File: src/rtl/pc_update.sv
`default_nettype none
// ----------------------------------------------------------------------------
// pc_update : next-PC selection (JALR / JAL / taken branch / PC+4) and PC reg
// Revision  : 1.0
// ----------------------------------------------------------------------------
module pc_update #(
  parameter logic [31:0] RESET_PC    = 32'h0000_0000,
  parameter int          ALIGN_CHECK = 1
) (
  input  logic        clk,
  input  logic        rst,
  input  logic [31:0] pc_address,
  input  logic [31:0] rs1_data,
  input  logic [31:0] imm,
  input  logic        jump,
  input  logic        jalr_enable,
  input  logic        branch,
  input  logic        zero,
  input  logic        stall,
  output logic [31:0] next_pc,
  output logic [31:0] pc_q,
  output logic        redirect,
  output logic        misaligned
);

  logic [31:0] w_seq_pc;
  logic [31:0] w_rel_pc;
  logic [31:0] w_jalr_sum;
  logic [31:0] r_pc;

  assign w_seq_pc   = pc_address + 32'd4;
  assign w_rel_pc   = pc_address + imm;
  assign w_jalr_sum = rs1_data + imm;

  // jalr_enable only matters together with jump
  always_comb begin
    next_pc  = w_seq_pc;
    redirect = 1'b0;
    if (jump && jalr_enable) begin
      next_pc  = {w_jalr_sum[31:1], 1'b0};
      redirect = 1'b1;
    end else if (jump) begin
      next_pc  = w_rel_pc;
      redirect = 1'b1;
    end else if (branch && zero) begin
      next_pc  = w_rel_pc;
      redirect = 1'b1;
    end
  end

  generate
    if (ALIGN_CHECK != 0) begin : g_align_on
      assign misaligned = |next_pc[1:0];
    end else begin : g_align_off
      assign misaligned = 1'b0;
    end
  endgenerate

  always_ff @(posedge clk) begin
    if (rst) begin
      r_pc <= RESET_PC;
    end else if (!stall) begin
      r_pc <= next_pc;
    end
  end

  assign pc_q = r_pc;

endmodule
`default_nettype wire

File: config.mk
export PLATFORM = sky130hd
export DESIGN_NAME = pc_update
export DESIGN_NICKNAME = d
export VERILOG_FILES = /design/src/rtl/pc_update.sv
export SDC_FILE = /design/constraint.sdc
export NUM_CORES = 1
export LEC_CHECK = 0
export BUFFER_PORTS_ARGS = -buffer_cell sky130_fd_sc_hd__clkbuf_2
export CELL_PAD_IN_SITES_DETAIL_PLACEMENT = 1
export CELL_PAD_IN_SITES_GLOBAL_PLACEMENT = 1
export CORE_MARGIN = 2
export CORE_UTILIZATION = 30
export DETAILED_ROUTE_END_ITERATION = 8
export PLACE_DENSITY_LB_ADDON = 0.1
export SETUP_SLACK_MARGIN = 0.5
export SLEW_MARGIN = 20
export SYNTH_ARGS = -nofsm -noshare
export SYNTH_HDL_FRONTEND = slang
export SYNTH_SLANG_ARGS = --single-unit
File: constraint.sdc
create_clock -name clk -period 6.8 [get_ports clk]
set_input_delay 1.7 -clock clk [delete_from_list [all_inputs] [get_ports clk]]
set_output_delay 1.7 -clock clk [all_outputs]
set_load 0.05 [all_outputs]
== Word level (Yosys, flattened, before mapping) ==
Index checks and enable logic that the tools add are counted.
Storage, ports and cells
  register bits: 32
  logic and storage cells: 13
Operators by class
  add/sub/neg operators: 3
  multiplexer cells: 6
  reductions and logical operators: 3
Operators with widths (number)
  32-bit two-way mux: 3
  32-bit adder: 2
  32-bit by 3-bit adder with 32-bit output (second input constant): 1
  1-bit two-way mux: 3
  1-bit logical AND: 2
  2-bit OR reduction: 1

== Depth between registers and ports, before layout ==
  word-level depth: 5
  mapped depth: 10

== Worst setup path after synthesis ==
No wires, ideal clock.
  path kind: input -> output
  start: input port rs1_data[4]
  end: output port next_pc[27]
  arrival: 4593 ps
  required time: 5100 ps
  setup slack: 507 ps
  cell stages on the path: 9
  path buffers: 0
  cell sequence: ha_1 a21o_1 and3_4 a2111oi_4 o31ai_1 a21oi_1 xnor2_1 nor2_1 a211oi_1
On the way
  longest elaborated chain between the ends: 2
Ends and longest elaborated chain
  start, declared: RTL line 13  | input logic [31:0] rs1_data,
  32-bit adder: RTL line 33  | assign w_jalr_sum = rs1_data + imm;
  32-bit two-way mux: RTL line 39  | if (jump && jalr_enable) begin
  end, declared: RTL line 20  | output logic [31:0] next_pc,
Every way passes these cells.

== Worst setup path after layout ==
  start: input port pc_address[9]
  end: output port next_pc[30]
On the way
  longest elaborated chain between the ends: 4
  elaborated cells between the ends (all ways): 5
Ends and longest elaborated chain
  start, declared: RTL line 12  | input logic [31:0] pc_address,
  32-bit by 3-bit adder with 32-bit output / 32-bit adder (equally long branches): RTL line 31, 32
  32-bit two-way mux: RTL line 45  | end else if (branch && zero) begin
  32-bit two-way mux *: RTL line 42  | end else if (jump) begin
  32-bit two-way mux *: RTL line 39
Mark *: on every way between the ends. The rest lies on a longest branch, timed or not.

==> impl_metrics.env <==
export IMPL_crit_chain="clkbuf_2, ha_1, a21oi_1, o21ai_0, a311o_1, o21ai_1, a21oi_1, mux2_2, o211a_1, nor2_1, clkbuf_2"
export IMPL_p_total_mw=1.273
export IMPL_yosysSeqAreaShare=0.1085
export IMPL_cts_tree="done"
export IMPL_status="complete, no violations"
export IMPL_grt_overflow=0
export IMPL_layout_commonest_cell="clkbuf_2"
export IMPL_cts_buffer_depth=2
export IMPL_setup_tns_final_ns=0
export IMPL_hold_viol=0
export IMPL_htree_levels=2
export IMPL_hp_class="reg2reg"
export IMPL_period_needed_ns=6.172
export IMPL_synthFlopType="dfxtp_1"
export IMPL_yosysWarnings=0
export IMPL_ys_types=72
export IMPL_slowest_stage="a311o_1"
export IMPL_num_rows=51
export IMPL_clock_latency_ns=0.27
export IMPL_ys_async_sr_fraction=0
export IMPL_worstHoldStart="pc_q[10]$_SDFFE_PP0N_"
export IMPL_largest_register_ff_count=32
export IMPL_synth_edff_count=0
export IMPL_crit_path_max_incr_delay_ns=0.49
export IMPL_grt_pass1_wl_microns=38370
export IMPL_drv_cap=0
export IMPL_path_class="in2out"
export IMPL_start_kind="input pin"
export IMPL_post_route_util=0.3682
export IMPL_leakagePower_nw=3.168
export IMPL_finalCritPeriodShare=0.9077
export IMPL_max_vdd_ir_drop_mv=0.09615
export IMPL_port_buffers=168
export IMPL_dieArea_sq_mm=0.02083
export IMPL_syn_area_per_cell_sq_um=6.990
export IMPL_die_w_microns=144.3
export IMPL_viasPerCell=5.562
export IMPL_grt_pass1_vias=6513
export IMPL_io_pins=169
export IMPL_first_iter_violations=403
export IMPL_routed_via_count=6964
export IMPL_final_layout_size_suffix_gt1_frac=0.2036
export IMPL_required_ns=5.10
export IMPL_layout_nets=1153
export IMPL_drc_errors=0
export IMPL_grt_setup_unrepaired="true"
export IMPL_crit_start="pc_address[9]"
export IMPL_syn_nets=1012
export IMPL_max_slew_worst_pin_slew_ns=0.7144
export IMPL_finClkSkew_ns=0
export IMPL_maxSlewHeadroom=0.5237
export IMPL_wl_microns=25550
export IMPL_grt_max_degree=35
export IMPL_fmax_mhz=162.0
export IMPL_start_util=0.3045
export IMPL_syn_inst=845
export IMPL_ys_top_cells_by_area="ha_1 (13%), dfxtp_1 (11%), a21oi_1 (7.3%), nand2_1 (6.4%), xor2_1 (5.6%)"
export IMPL_cp_arrival_ns=4.47
export IMPL_cp_max_fo=8
export IMPL_syn_to_final_growth_pct=20.91
export IMPL_powerDensity_mw_per_mm2=178.3
export IMPL_cp_top_family="compound AO/OA/AOI/OAI gates"
export IMPL_clk_pin_slew_ns=0.05
export IMPL_syn_cell_area_sq_mm=0.005907
export IMPL_antenna_found_initial=0
export IMPL_root_buffer="clkbuf_16"
export IMPL_gp_congestion=0.9140
export IMPL_grtUsageTotal=0.2395
export IMPL_yosys_area_top_type="ha_1"
export IMPL_numCtsBuffers=5
export IMPL_path_buf_inv=2
export IMPL_setup_viol=0
export IMPL_fp_dieH_microns=144.3
export IMPL_cp_end_kind="output pin"
export IMPL_slew_violations=0
export IMPL_wl_per_cell_microns=20.41
export IMPL_synth_top_cell_area_share=0.1313
export IMPL_dp_hpwl_microns=21400
export IMPL_numClockSinks=32
export IMPL_final_cell_mix="clkbuf_2 (168), nand2_1 (100), a21oi_1 (84)"
export IMPL_ctsHoldBuffers=0
export IMPL_ys_seq_elements=32
export IMPL_r2r_start="pc_q[23]$_SDFFE_PP0N_"
export IMPL_drt_first_pass_iters=5
export IMPL_antenna_cells=0
export IMPL_core_area_sq_mm=0.01940
export IMPL_ant_nets=0
==> cells in the mapped netlist, types with 4 or more instances <==
cell type	n
o21a_1	17
and2_1	11
o21ai_0	37
nor3_1	17
nor4_1	6
a31oi_1	14
o221ai_1	5
o31ai_1	4
nand2_1	100
a21boi_0	4
o22ai_1	4
o32ai_1	6
a211oi_1	12
a211o_1	6
dfxtp_1	32
or3_1	9
xnor2_1	35
mux2i_1	10
and3_1	11
nor2_1	79
nand2b_1	4
nand4_1	21
inv_1	25
a21o_1	20
xor2_1	38
ha_1	62
and4_1	6
a21oi_1	86
a311oi_1	6
clkbuf_1	35
o211ai_1	14
nand3_1	36
o21bai_1	6
==> stage by stage <==
stage	cell area [sq um]	hold WS, ns	instances	worst slack [ns]
floorplan	5907	0.6857	845	0.5069
global placement	6975	0.4534	1244	0.5345
detailed placement	6975	0.4552	1244	0.5830
CTS	7122	0.4628	1252	0.5604
global route	7142	0.4928	1252	0.3297
finish	7142	0.4630	1252	0.6278
==> worst paths after layout <==
kind                           endpoint  slack [ns]  depth (start not counted)
setup / recovery            next_pc[30]        0.63                         11
hold / removal    pc_q[10]$_SDFFE_PP0N_        0.46                          2
setup reg to reg  pc_q[23]$_SDFFE_PP0N_        6.05                          3
hold reg to reg   pc_q[10]$_SDFFE_PP0N_        0.46                          2
==> cells by family after synthesis <==
| logic type | share of synthesized area |
|---|---|
| buffers and inverters | 0.04236 |
| AOI/OAI and AO/OA | 0.3287 |
| xor gates and xnor gates | 0.1082 |
| DFF | 0.1085 |
| muxes | 0.02076 |
| adders and majority gates | 0.1381 |
| and+or+nand+nor | 0.2533 |
==> cell type report <==
| type | instances | area (sq um) |
|---|---|---|
| repair buffers | 174 | 885.9 |
| fillers | 2540 | 12260 |
| clock buffers | 8 | 146.4 |
| well taps | 265 | 331.6 |
| multi-input cells | 747 | 5040 |
| inverters | 26 | 97.59 |
| flip-flops and latches | 32 | 640.6 |
==> worst reg2reg max path, cell delays in order, from the launching register on <==
cell	delay [ns]
dfxtp_1	0.33
inv_1	0.05
a21oi_1	0.16
o31a_1	0.16
==> power breakdown <==
part / leakage, nW / switching [mW] / total (mW) / internal [mW]
clock network: 0.0712 / 0.0727 / 0.218 / 0.145
registers: 0.265 / 0.00960 / 0.217 / 0.207
logic: 2.83 / 0.584 / 0.839 / 0.255
total: 3.17 / 0.666 / 1.27 / 0.607
==> per-layer routing <==
layer | track usage | share of wire
met3 | 0.01159 | 0.044
met1 | 0.3764 | 0.53
met4 | 0.03270 | 0.0071
met2 | 0.3652 | 0.42
met5 | 0 | 0
==> repair_timing <==
item / in CTS / in global routing
endpoints found under the setup margin: 0 / 7
setup buffers: 0 / 0
hold endpoints to repair: 0 / 0
resized for setup: 0 / 6
Power figures use the tool's default switching activity.
